**src/rtl/sram_hist_arbiter.sv**
```systemverilog
// Arbiter and cycle sequencer for the external histogram SRAM: read-modify-write
// increments, word reads and a bulk clear sweep share one async SRAM port.
//
// state | meaning
// IDLE  | grant point; SRAM left in read-idle (oe_n low, bus released)
// RADR  | address + oe_n asserted, WAIT_CYC access cycles counted down
// RLAT  | read word latched (rd_valid for reads, incremented word for bins)
// WSET  | oe_n high, write data driven, address held
// WPUL  | we_n low
// WHLD  | we_n high, address and data still driven
module sram_hist_arbiter #(
    parameter int AW       = 20,
    parameter int DW       = 16,
    parameter int WAIT_CYC = 1,
    parameter int CLR_LAST = 1023
) (
    input  logic          CLK,
    input  logic          RSTN,
    input  logic          inc_req,
    input  logic [AW-1:0] inc_adrs,
    output logic          inc_ack,
    input  logic          rd_req,
    input  logic [AW-1:0] rd_adrs,
    output logic [DW-1:0] rd_data,
    output logic          rd_valid,
    input  logic          clr_start,
    output logic          clr_busy,
    output logic          sat_flag,
    output logic [15:0]   drop_cnt,
    output logic [AW-1:0] sram_adrs,
    output logic          sram_oe_n,
    output logic          sram_we_n,
    output logic [DW-1:0] sram_dq_o,
    output logic          sram_dq_oe,
    input  logic [DW-1:0] sram_dq_i
);

    localparam logic [2:0] IDLE = 3'd0;
    localparam logic [2:0] RADR = 3'd1;
    localparam logic [2:0] RLAT = 3'd2;
    localparam logic [2:0] WSET = 3'd3;
    localparam logic [2:0] WPUL = 3'd4;
    localparam logic [2:0] WHLD = 3'd5;

    localparam logic [3:0]    WAIT_LD    = 4'(WAIT_CYC - 1);
    localparam logic [AW-1:0] CLR_LAST_A = AW'(CLR_LAST);
    localparam logic [DW-1:0] BIN_MAX    = {DW{1'b1}};

    logic [2:0]    state;
    logic [3:0]    wait_cnt;
    logic          op_rd;
    logic          clr_run;
    logic          clr_pend;
    logic          pend_v;
    logic [AW-1:0] pend_adrs;

    logic idle, clr_gnt, inc_gnt, rd_gnt, inc_cap, inc_drop, clr_done;

    always_comb begin
        idle     = (state == IDLE);
        clr_gnt  = idle & (clr_start | clr_pend);
        inc_gnt  = idle & ~clr_gnt & pend_v;
        rd_gnt   = idle & ~clr_gnt & ~pend_v & rd_req;
        inc_cap  = inc_req & (~pend_v | inc_gnt);
        inc_drop = inc_req & pend_v & ~inc_gnt;
        clr_done = (state == WHLD) & clr_run & (sram_adrs == CLR_LAST_A);
    end

    assign clr_busy = clr_pend | clr_run;

    // Pending increment buffer, clear latch and drop counter
    always_ff @(posedge CLK or negedge RSTN) begin
        if (!RSTN) begin
            pend_v    <= 1'b0;
            pend_adrs <= '0;
            inc_ack   <= 1'b0;
            drop_cnt  <= '0;
            clr_pend  <= 1'b0;
        end else begin
            inc_ack <= inc_cap;
            if (inc_cap) begin
                pend_v    <= 1'b1;
                pend_adrs <= inc_adrs;
            end else if (inc_gnt) begin
                pend_v <= 1'b0;
            end
            if (inc_drop && drop_cnt != 16'hFFFF)
                drop_cnt <= drop_cnt + 16'd1;
            if (clr_gnt)
                clr_pend <= 1'b0;
            else if (clr_start)
                clr_pend <= 1'b1;
        end
    end

    always_ff @(posedge CLK or negedge RSTN) begin
        if (!RSTN) begin
            state      <= IDLE;
            wait_cnt   <= '0;
            op_rd      <= 1'b0;
            clr_run    <= 1'b0;
            sat_flag   <= 1'b0;
            rd_data    <= '0;
            rd_valid   <= 1'b0;
            sram_adrs  <= '0;
            sram_oe_n  <= 1'b1;
            sram_we_n  <= 1'b1;
            sram_dq_o  <= '0;
            sram_dq_oe <= 1'b0;
        end else begin
            rd_valid <= 1'b0;
            case (state)
                IDLE: begin
                    if (clr_gnt) begin
                        state      <= WSET;
                        clr_run    <= 1'b1;
                        sat_flag   <= 1'b0;
                        sram_adrs  <= '0;
                        sram_dq_o  <= '0;
                        sram_oe_n  <= 1'b1;
                        sram_dq_oe <= 1'b1;
                    end else if (inc_gnt || rd_gnt) begin
                        state     <= RADR;
                        op_rd     <= rd_gnt;
                        sram_adrs <= inc_gnt ? pend_adrs : rd_adrs;
                        sram_oe_n <= 1'b0;
                        wait_cnt  <= WAIT_LD;
                    end
                end
                RADR: begin
                    if (wait_cnt == 4'd0) begin
                        state <= RLAT;
                        if (op_rd) begin
                            rd_data  <= sram_dq_i;
                            rd_valid <= 1'b1;
                        end else if (sram_dq_i == BIN_MAX) begin
                            // bins saturate instead of wrapping
                            sram_dq_o <= BIN_MAX;
                            sat_flag  <= 1'b1;
                        end else begin
                            sram_dq_o <= sram_dq_i + DW'(1);
                        end
                    end else begin
                        wait_cnt <= wait_cnt - 4'd1;
                    end
                end
                RLAT: begin
                    if (op_rd) begin
                        state <= IDLE;
                    end else begin
                        state      <= WSET;
                        sram_oe_n  <= 1'b1;
                        sram_dq_oe <= 1'b1;
                    end
                end
                WSET: begin
                    state     <= WPUL;
                    sram_we_n <= 1'b0;
                end
                WPUL: begin
                    state     <= WHLD;
                    sram_we_n <= 1'b1;
                end
                WHLD: begin
                    if (clr_run && !clr_done) begin
                        state     <= WSET;
                        sram_adrs <= sram_adrs + AW'(1);
                    end else begin
                        state      <= IDLE;
                        clr_run    <= 1'b0;
                        sram_dq_oe <= 1'b0;
                        sram_oe_n  <= 1'b0;
                    end
                end
                default: state <= IDLE;
            endcase
        end
    end

endmodule

```
**config.mk**
```make
export PLATFORM = sky130hd
export DESIGN_NAME = sram_hist_arbiter
export DESIGN_NICKNAME = d
export VERILOG_FILES = /design/src/rtl/sram_hist_arbiter.sv
export SDC_FILE = /design/constraint.sdc
export NUM_CORES = 1
export LEC_CHECK = 0
export CAP_MARGIN = 20
export CORE_MARGIN = 3
export CORE_UTILIZATION = 44
export DETAILED_ROUTE_END_ITERATION = 10
export PLACE_DENSITY = 0.74
export SYNTH_ARGS = -nofsm -noshare
export SYNTH_HDL_FRONTEND = slang
export SYNTH_SLANG_ARGS = --single-unit
```
**constraint.sdc**
```tcl
create_clock -name CLK -period 1.7 [get_ports CLK]
set_input_delay 0.34 -clock CLK [delete_from_list [all_inputs] [get_ports CLK]]
set_output_delay 0.34 -clock CLK [all_outputs]
set_load 0.1 [all_outputs]
```
==> summary.md, run 1 <==
| Metric | Value |
|---|---|
| Status | `finished with violations` |
| Failing checks | `setup timing` |
| EDFF count, synth | `0` |
| Multi-input logic area | `about 2900 um^2` |
| Worst Path Max Fanout | `5` |
| Final period util | `114%` |
| GP Congestion | `0.910` |
| Syn avg cell area | `10.5 um^2` |
| CP Launch Type | `register` |
| Syn Nets | `between 500 and 600` |
| Register area | `2730 um^2` |
| Fin. Hold Viols | `0` |
| CP Data Required Time | `around 1900 ps` |
| Core area | `11,700 um^2` |
| Layout Skew | `around 8.6 ps` |
| TritonCTS Buffers | `9` |
| ANT cells | `0` |
| Pre-CTS WS | `-478 ps` |
| DIE HEIGHT | `roughly 120 um` |
| Setup ws final | `-243 ps` |
| Root Driver | `clkbuf_16` |
| Cell Area, Synth | `5420 um^2` |
| CTS H-tree depth | `3` |
| Pre-antenna DRT Iters | `5` |
| RSZ-0062 raised after global routing | `yes` |
| TritonCTS clock tree | `done` |
| Post-synth cell types | `62` |
| Crit Path Class | `register to register` |
| First-pass GRT wire length | `26.4 mm` |
| Die footprint | `13,700 um^2` |
| I/O pin cnt | `between 100 and 150` |
| Initial antenna violation count | `0` |
| Slew Limit Fails | `0` |
| DRT iter0 DRCs | `322` |
| Share of cells above drive strength 1 | `45.5%` |
| Clk Latency, worst-skew pair | `350 ps` |
| Pin count of the biggest net entering global routing | `41` |
| Clock slew at reported path FFs | `70 ps` |
| Drt total wl | `~17 mm` |
| Async set-reset flop share out of synthesis | `100%` |
| Avg WL per Cell | `18.9 um` |
| Post-route DRC | `0` |
| Starting Density | `46.3%` |
| Synth Instances | `517` |
| TNS Setup | `-6640 ps` |
| Via count | `~5,300` |
| Number of vias per cell | `between 5 and 6` |
| Final HPWL DP | `12.1 mm` |
| Synth top area share | `between 40% and 50%` |
| Pleak | `4.24 nW` |
| Post-synth top flop | `dfrtp_1` |
| Post-route ant nets | `0` |
| GRT overflow | `0` |
| Final-layout fill cell count | `688` |
| Total Nets Final | `841` |
| Max Fclk | `0.515 GHz` |
| Gr usage total | `about a quarter` |
| Final setup fails | `60` |
| Row cnt | `39` |
| Sink Count | `105` |
| Tmin final | `1940 ps` |
| Top post-synthesis cells by area | `dfrtp_1 48%, mux2_2 7.5%, o21ai_0 4.3%` |
| Number of global-route vias before repair | `5,310` |
| Worst vdd ir | `between 0.0009 and 0.001 V` |
| Yosys top cell by area | `dfrtp_1` |
| Yosys warns | `0` |
| Buffers added on ports | `135` |
| Synthesized flop and latch total | `105` |
| Critical Path End Type | `register` |
| Worst slew margin | `a little under three quarters` |
| Seq/Total Area, Yosys | `48.6%` |
| Number of max-cap violations | `0` |
| Chip Width | `117 um` |
| Cell Pwr Density | `755 nW/um^2` |
| Worst min path class | `input port to async pin` |
| Worst Tran Pin Value | `427 ps` |
| Critical path arrival | `2170 ps` |
| Max Root-Sink Buffers | `2` |
| Area grow syn2layout | `74.5%` |
| Overall power | `0.00714 W` |
## cells in the mapped netlist (3+ instances only)
library cell / instances
a21o_1: 9
a21oi_1: 17
a221o_1: 3
a2bb2oi_1: 5
a31oi_1: 9
and3_1: 8
and4_1: 3
buf_2: 9
clkbuf_1: 11
dfrtp_1: 103
ha_1: 5
inv_1: 10
mux2_2: 36
mux2i_1: 22
nand2_1: 41
nand3_1: 23
nand3b_1: 3
nand4_1: 11
nor2_1: 35
nor2b_1: 3
nor3_1: 7
nor4_2: 4
o211ai_1: 3
o21ai_0: 47
o21ai_1: 3
o22a_1: 5
o32a_1: 10
or2_2: 4
xnor2_1: 17
xor2_1: 10
## kinds of logic after synthesis
logic type	share of synthesized area [%]
buffers and inverters	2.96
AND/OR/NAND/NOR	16.0
XOR/XNOR	4.37
AO/OA/AOI/OAI	15.4
multiplexers	11.6
flip-flops	48.6
adder cells (fa/ha/maj)	1.16
## where the power goes
group	total, W	switching, W	internal (W)
registers	0.00287	0.000159	0.00271
logic	0.00223	0.00128	0.000953
clock network	0.00204	0.00101	0.00103
## flip-flops by register name, summed over array words and instances (netlist names), 3 cells and up
name	cells
rd_data	16
sram_adrs	20
drop_cnt	16
wait_cnt	4
state	3
sram_dq_o	16
pend_adrs	20
## metal layers
metal | GRT usage (%) | share of wire, % | wire length [um] | vias up
met4 | 4.59 | 1.2 | 214 | 0
met1 | 31.8 | 41 | 7190 | 2607
li1 | - | - | - | 2415
met5 | 0 | 0 | 0 | -
met3 | 6.02 | 6.5 | 1130 | 24
met2 | 41.6 | 51 | 8870 | 205
## stage by stage
stage | hold slack [ps] | cells | cell area [um^2] | utilization [%]
floorplan | 44.4 | 517 | 5660 | -
global placement | 298 | 887 | 8780 | 75.0
detailed placement | 303 | 887 | 8780 | 75.0
CTS | 481 | 911 | 9230 | 78.8
global route | 527 | 923 | 9450 | 80.7
finish | 481 | 923 | 9450 | 80.7
## final cells by class
class,count,share of cell area [%]
well taps,143,1.89
clock inverters,7,0.649
flip-flops and latches,105,28.9
inverters,11,0.503
repair buffers,270,35.3
multi-input cells,378,30.4
clock buffers,9,2.38
## worst paths after layout
kind,start,end,slack (ps),cells past startpoint
setup / recovery,sram_adrs[11]$_DFFE_PN0P_,sram_adrs[12]$_DFFE_PN0P_,-240,6
hold / removal,RSTN,rd_data[5]$_DFFE_PN0P_,480,2
setup reg to reg,sram_adrs[11]$_DFFE_PN0P_,sram_adrs[12]$_DFFE_PN0P_,-240,6
hold reg to reg,pend_adrs[8]$_DFFE_PN0P_,pend_adrs[8]$_DFFE_PN0P_,510,1
max in group asynchronous,RSTN,sram_oe_n$_DFFE_PN1P_,630,3
min in group CLK,pend_adrs[8]$_DFFE_PN0P_,pend_adrs[8]$_DFFE_PN0P_,510,1
## layout by cell type, fill, tap and decap left out, drive strengths merged, types with 3 or more instances in the layout
master         Yosys  routed
and4               3       3
a221o              3       3
nor3               9       9
dfrtp            103     103
nor2b              3       3
inv               11      15
buf               11     208
mux2              36      36
clkdlybuf4s50      0      59
a2bb2oi            5       5
o211ai             3       3
a31oi              9       9
ha                 5       5
mux2i             22      22
a21o               9       9
nand4             11      11
nor2              35      35
o32a              10      10
nand3             24      24
nand2             41      41
o21ai             50      50
or4                3       3
or2                5       5
o22a               5       5
a21oi             18      19
xnor2             17      17
clkbuf            13      11
nor4               6       6
nand3b             3       3
xor2              10      10
and3               8       8
## critical path: stages, from the launching register on
cell	delay [ps]
dfrtp_4	480
or4_4	550
nor4_4	190
a31o_4	230
buf_12	130
inv_4	30
o221a_1	230
## repair_timing
action | CTS | global route
pin swaps | 18 | 21
resized for setup | 34 | 25
hold buffers | 1 | 0
cloned | 1 | 4
setup buffers | 6 | 8
endpoints found under the setup margin | 61 | 92
endpoints found under the hold margin | 27 | 0
Power figures use the tool's default switching activity.
==> run 2: changes to the inputs <==
CORE_ASPECT_RATIO = 0.9   (was unset)
==> summary.md, run 2 (same netlist as run 1, synthesis figures left out) <==
| Metric | Value |
|---|---|
| Tmin final | `2050 ps (+103 ps)` |
| Crit Path Class | `register to register` |
| Final setup fails | `49 (-18%)` |
| Clk Latency, worst-skew pair | `370 ps (+20 ps)` |
| Status | `finished with violations` |
| Share of cells above drive strength 1 | `47.2% (+1.7 points)` |
| TritonCTS clock tree | `done` |
| Worst min path class | `input port to register` |
| Slew Limit Fails | `0 (unchanged)` |
| Clock slew at reported path FFs | `80 ps (about the same)` |
| Max Root-Sink Buffers | `2 (unchanged)` |
| GP Congestion | `0.855 (-6.1%)` |
| Chip Width | `123 um (+5.1%)` |
| CP Launch Type | `register` |
| Final HPWL DP | `13.0 mm (+7.9%)` |
| Most common cell after layout, fill and taps aside | `buf_4` |
| Area grow syn2layout | `78.5%` |
| Avg WL per Cell | `20.2 um (+7.4%)` |
| Initial antenna violation count | `0 (unchanged)` |
| First-pass GRT wire length | `28.6 mm (+8.3%)` |
| Layout Skew | `12.0 ps (+3.41 ps)` |
| Final-layout fill cell count | `624 (-9.3%)` |
| Pleak | `4.38 nW (+3.2%)` |
| Drt total wl | `19.2 mm (+10%)` |
| Largest regs | `pend_adrs: 20 flops, sram_adrs: 20 flops` |
| Row cnt | `37 (-5.1%)` |
| DRT iter0 DRCs | `373 (+16%)` |
| Worst Path Max Fanout | `10 (+5)` |
| Most frequent cells in the layout | `119 x buf_4, 83 x buf_12, 67 x dfrtp_1` |
| Post-route ant nets | `0 (unchanged)` |
| Gr usage total | `26.8% (+2.5 points)` |
| RSZ-0062 raised after global routing | `yes` |
| Pre-antenna DRT Iters | `5 (unchanged)` |
| Final period util | `120% (+6.0 points)` |
| Buffers added on ports | `135 (unchanged)` |
| Die footprint | `13,700 um^2 (about the same)` |
| Critical Path End Type | `register` |
| TritonCTS Buffers | `9 (unchanged)` |
| Total Nets Final | `851 (+1.2%)` |
| DIE HEIGHT | `111 um (-4.9%)` |
| Max Fclk | `0.489 GHz (-5.0%)` |
| Worst slew margin | `68.5% (-3.1 points)` |
| Root Driver | `clkbuf_16` |
| Reg2reg setup slack | `-350 ps (-100 ps)` |
| CP Data Required Time | `1950 ps (+20 ps)` |
| Number of global-route vias before repair | `5,487 (+3.3%)` |
| Pin count of the biggest net entering global routing | `35 (-15%)` |
| GRT overflow | `0 (unchanged)` |
| CTS H-tree depth | `3 (unchanged)` |
| Cell Pwr Density | `744 nW/um^2 (-1.5%)` |
| Placed insts | `903 (+1.8%)` |
| Post-route DRC | `0 (unchanged)` |
| Setup ws final | `-345 ps (-103 ps)` |
| Worst vdd ir | `0.000849 V (-11%)` |
| Worst Tran Pin Value | `473 ps (+46.3 ps)` |
| Core area | `11,700 um^2 (about the same)` |
| Worst r2r src | `sram_adrs[10]$_DFFE_PN0P_` |
| Number of vias per cell | `5.70 (+0.26%)` |
| Non-Filler Instances | `946 (+2.5%)` |
| Critical path arrival | `2290 ps (+120 ps)` |
| Via count | `5,396 (+2.8%)` |
| CP Launch Point | `sram_adrs[10]$_DFFE_PN0P_` |
| Worst min-delay path startpoint | `sram_dq_i[3]` |
| ANT cells | `0 (unchanged)` |
| Sink Count | `105 (unchanged)` |
| Number of max-cap violations | `0 (unchanged)` |
| Final core utilization | `82.6% (+1.9 points)` |
| I/O pin cnt | `136 (unchanged)` |
| Starting Density | `46.2% (about the same)` |
| Fin. Hold Viols | `0 (unchanged)` |
| Failing checks | `setup timing` |
==> run 2: changes by cell type in the layout (fill, tap and decap cells not counted), moves of 4 or more <==
| cell | before | now |
|---|---|---|
| clkdlybuf4s50_1 | 59 | 55 |
| buf_6 | 7 | 13 |
| buf_4 | 114 | 119 |
| dlymetal6s2s_1 | 0 | 4 |
==> run 2: repair_timing <==
item | 4_1_cts | 5_1_grt
setup endpoints to repair | 59 | 92
endpoints found under the hold margin | 30 | 0
cloned | 1 | 9
buffers inserted | 7 | 10
pin swaps | 23 | 18
resized for setup | 37 | 51
hold buffers | 1 | 0
==> run 2: critical path, stage by stage (launching register included) <==
cell and delay (ps):
dfrtp_4 480, or4_1 560, nor2_1 310, a31o_2 310
clkbuf_16 180, o21ai_0 90
==> run 2: power by group <==
part / switching, W / leakage [nW] / internal, W / total [W]
clock: 0.00102 / 0.148 / 0.00107 / 0.00209
combinational: 0.00130 / 2.97 / 0.000923 / 0.00222
sequential: 0.000170 / 1.25 / 0.00271 / 0.00288
total: 0.00249 / 4.38 / 0.00470 / 0.00719
==> run 2: final cells by class <==
class,count,area (um^2),area share [%]
inverter,11,45.0,0.466
clock inverter,6,58.8,0.608
clock buffer,10,239,2.47
timing repair buffer,279,3410,35.3
multi-input combinational,379,2990,30.9
sequential,105,2730,28.3
tap,156,195,2.02
==> run 2: per-layer routing <==
layer	GRT usage (%)	share of wire (%)	up-vias
met5	0	0	-
met4	7.39	2.1	0
met3	9.18	8.6	34
met2	43.5	50	231
met1	34.0	39	2675
li1	-	-	2456
==> run 2: path summary, 6_finish.rpt <==
kind                                              to  cells past startpoint
max reg2reg                 sram_adrs[3]$_DFFE_PN0P_                      5
min                           rd_data[3]$_DFFE_PN0P_                      2
min in group asynchronous    drop_cnt[7]$_DFFE_PN0P_                      2
min reg2reg                pend_adrs[13]$_DFFE_PN0P_                      1
max                         sram_adrs[3]$_DFFE_PN0P_                      5
max in group asynchronous      sram_we_n$_DFFE_PN1P_                      3
==> run 2: per-stage QoR <==
step           TNS (ps)  area, um^2  hold slack (ps)  total power [W]  worst slack [ps]
2_1_floorplan     -7580        5660             44.4          0.00405              -366
3_3_place_gp     -25210        8810              322          0.00503              -378
3_5_place_dp     -28000        8810              333          0.00508              -454
4_1_cts           -7500        9270              496          0.00719              -264
5_1_grt          -12770        9670              329          0.00745              -385
6_report          -8870        9670              299          0.00719              -345
==> run 3: changes to the inputs <==
CORE_MARGIN = unset   (was 3)
==> summary.md, run 3 (same netlist as run 1, synthesis figures left out) <==
| Metric | Value |
|---|---|
| Status | `finished with violations` |
| Failing checks | `setup timing` |
| Switch share | `32.1% (-2.5 points)` |
| Comb pwr share | `29.3% (-1.6 points)` |
| TritonCTS clock tree | `done` |
| Top delay family on crit path | `simple AND/OR/NAND/NOR gates` |
| Max Fclk | `0.478 GHz (-2.3%)` |
| Clock slew at reported path FFs | `70 ps (about the same)` |
| Largest regs | `pend_adrs: 20 flops, sram_adrs: 20 flops` |
| Worst slew margin | `62.4% (-6.1 points)` |
| Tmin final | `2090 ps (+48.2 ps)` |
| Critical path arrival | `2350 ps (+60 ps)` |
| CP max-delay cell | `or4_4` |
| GRT overflow | `0 (unchanged)` |
| Number of vias per cell | `5.86 (+2.7%)` |
| TritonCTS Buffers | `9 (unchanged)` |
| Post-route ant nets | `0 (unchanged)` |
| Pin count of the biggest net entering global routing | `106 (+200%)` |
| CP Buf/Inv Count | `1 (unchanged)` |
| GP Congestion | `0.872 (+2.0%)` |
| First-pass GRT wire length | `28.7 mm (+0.17%)` |
| RSZ-0062 raised after global routing | `yes` |
| Gr usage total | `29.0% (+2.2 points)` |
| Crit Path Class | `register to register` |
| Most frequent cells in the layout | `124 x buf_4, 81 x buf_12, 68 x dfrtp_1` |
| Clock network power share | `32.5% (+3.4 points)` |
| Cell-internal power | `0.00512 W (+8.9%)` |
| Number of global-route vias before repair | `5,640 (+2.8%)` |
| I/O pin cnt | `136 (unchanged)` |
| Setup ws final | `-394 ps (-48.2 ps)` |
| Worst vdd ir | `0.000621 V (-27%)` |
| Fin. Hold Viols | `0 (unchanged)` |
| Pleak | `4.28 nW (-2.2%)` |
| Row cnt | `38 (+2.7%)` |
| Layout Skew | `6.83 ps (-5.21 ps)` |
| Initial antenna violation count | `0 (unchanged)` |
| Pre-antenna DRT Iters | `5 (unchanged)` |
| Final period util | `123% (+2.8 points)` |
| Worst min path class | `input port to async pin` |
| Share of cells above drive strength 1 | `48.1% (+0.88 points)` |
| Die footprint | `12,800 um^2 (-6.7%)` |
| Chip Width | `119 um (-3.3%)` |
| DRT iter0 DRCs | `532 (+43%)` |
| Critical-path cell list | `or4_4, nor4_4, a31o_4, clkbuf_16, o21ai_2, o21ai_1` |
| Area grow syn2layout | `77.3%` |
| Worst Tran Pin Value | `564 ps (+90.9 ps)` |
| Total Nets Final | `849 (-0.24%)` |
| TNS Setup | `-9600 ps (-732 ps)` |
| Critical Path End Type | `register` |
| ANT cells | `0 (unchanged)` |
| Cell Pwr Density | `786 nW/um^2 (+5.7%)` |
| CTS H-tree depth | `3 (unchanged)` |
| CP Data Required Time | `1960 ps (about the same)` |
| Clk Latency, worst-skew pair | `350 ps (-20 ps)` |
| Slew Limit Fails | `0 (unchanged)` |
| Worst Path Max Fanout | `6 (-4)` |
| Psw | `0.00243 W (-2.6%)` |
| Sink Count | `105 (unchanged)` |
| Max Root-Sink Buffers | `2 (unchanged)` |
| Final setup fails | `52 (+6.1%)` |
| Most common cell after layout, fill and taps aside | `buf_4` |
| Core area | `12,000 um^2 (+2.7%)` |
| Starting Density | `45.0% (-1.2 points)` |
| Critical Path Max Stage Delay | `550 ps (about the same)` |
| Worst hold slack | `55.3 ps (-244 ps)` |
| Root Driver | `clkbuf_16` |
| Reg2reg setup slack | `-390 ps (-50 ps)` |
| CP Launch Type | `register` |
| Via count | `5,553 (+2.9%)` |
| Number of max-cap violations | `0 (unchanged)` |
| Final HPWL DP | `12.9 mm (-1.1%)` |
| Avg WL per Cell | `20.0 um (-1.1%)` |
| Buffers added on ports | `135 (unchanged)` |
| Drt total wl | `19.0 mm (-0.86%)` |
| Hold_buf cts | `0 (-1)` |
| Sequential share of power | `38.2% (-1.8 points)` |
| DIE HEIGHT | `107 um (-3.6%)` |
| Post-route DRC | `0 (unchanged)` |
run 3: metal layers:
| layer | track usage (%) | up-vias | wire [um] |
|---|---|---|---|
| met1 | 34.8 | 2724 | 7090 |
| met4 | 12.4 | 0 | 585 |
| met2 | 48.7 | 334 | 9510 |
| li1 | - | 2447 | - |
| met3 | 8.47 | 48 | 1800 |
| met5 | 0 | - | 0 |
run 3: worst paths after layout:
path	depth (start not counted)	end	start
min in group CLK	1	pend_adrs[14]$_DFFE_PN0P_	pend_adrs[14]$_DFFE_PN0P_
hold reg to reg	1	pend_adrs[14]$_DFFE_PN0P_	pend_adrs[14]$_DFFE_PN0P_
hold / removal	2	sram_adrs[11]$_DFFE_PN0P_	RSTN
setup / recovery	6	sram_adrs[11]$_DFFE_PN0P_	sram_adrs[11]$_DFFE_PN0P_
max in group asynchronous	2	sram_adrs[10]$_DFFE_PN0P_	RSTN
setup reg to reg	6	sram_adrs[11]$_DFFE_PN0P_	sram_adrs[11]$_DFFE_PN0P_
run 3: timing repair:
| action | 4_1_cts | 5_1_grt |
|---|---|---|
| gates resized for setup | 50 | 44 |
| endpoints found under the setup margin | 65 | 95 |
| pin swaps | 27 | 26 |
| setup buffers | 8 | 6 |
| gates cloned | 1 | 2 |
| hold endpoints to repair | 0 | 0 |
run 3: area by class of cell:
type / count / area, um^2
inverters: 11 / 45.0
clock inverters: 6 / 114
clock buffers: 10 / 239
fillers: 676 / 2420
flip-flops and latches: 105 / 2730
multi-input cells: 379 / 2970
well taps: 160 / 200
repair buffers: 277 / 3300
run 3: power groups by stage:
stage          combinational, W  clock [W]  sequential, W
2_1_floorplan          0.000308          0        0.00374
3_3_place_gp            0.00213          0        0.00290
3_5_place_dp            0.00217          0        0.00292
4_1_cts                 0.00219    0.00248        0.00287
5_1_grt                 0.00230    0.00259        0.00290
6_report                0.00221    0.00245        0.00288
run 3: through the flow:
stage	area, um^2	std cells	worst slack [ps]	power, W	utilization (%)
3_5_place_dp	8860	917	-491	0.00509	73.7
5_1_grt	9610	948	-455	0.00778	79.9
2_1_floorplan	5660	517	-366	0.00405	-
3_3_place_gp	8860	917	-422	0.00503	73.7
4_1_cts	9390	942	-293	0.00754	78.1
6_report	9610	948	-394	0.00755	79.9
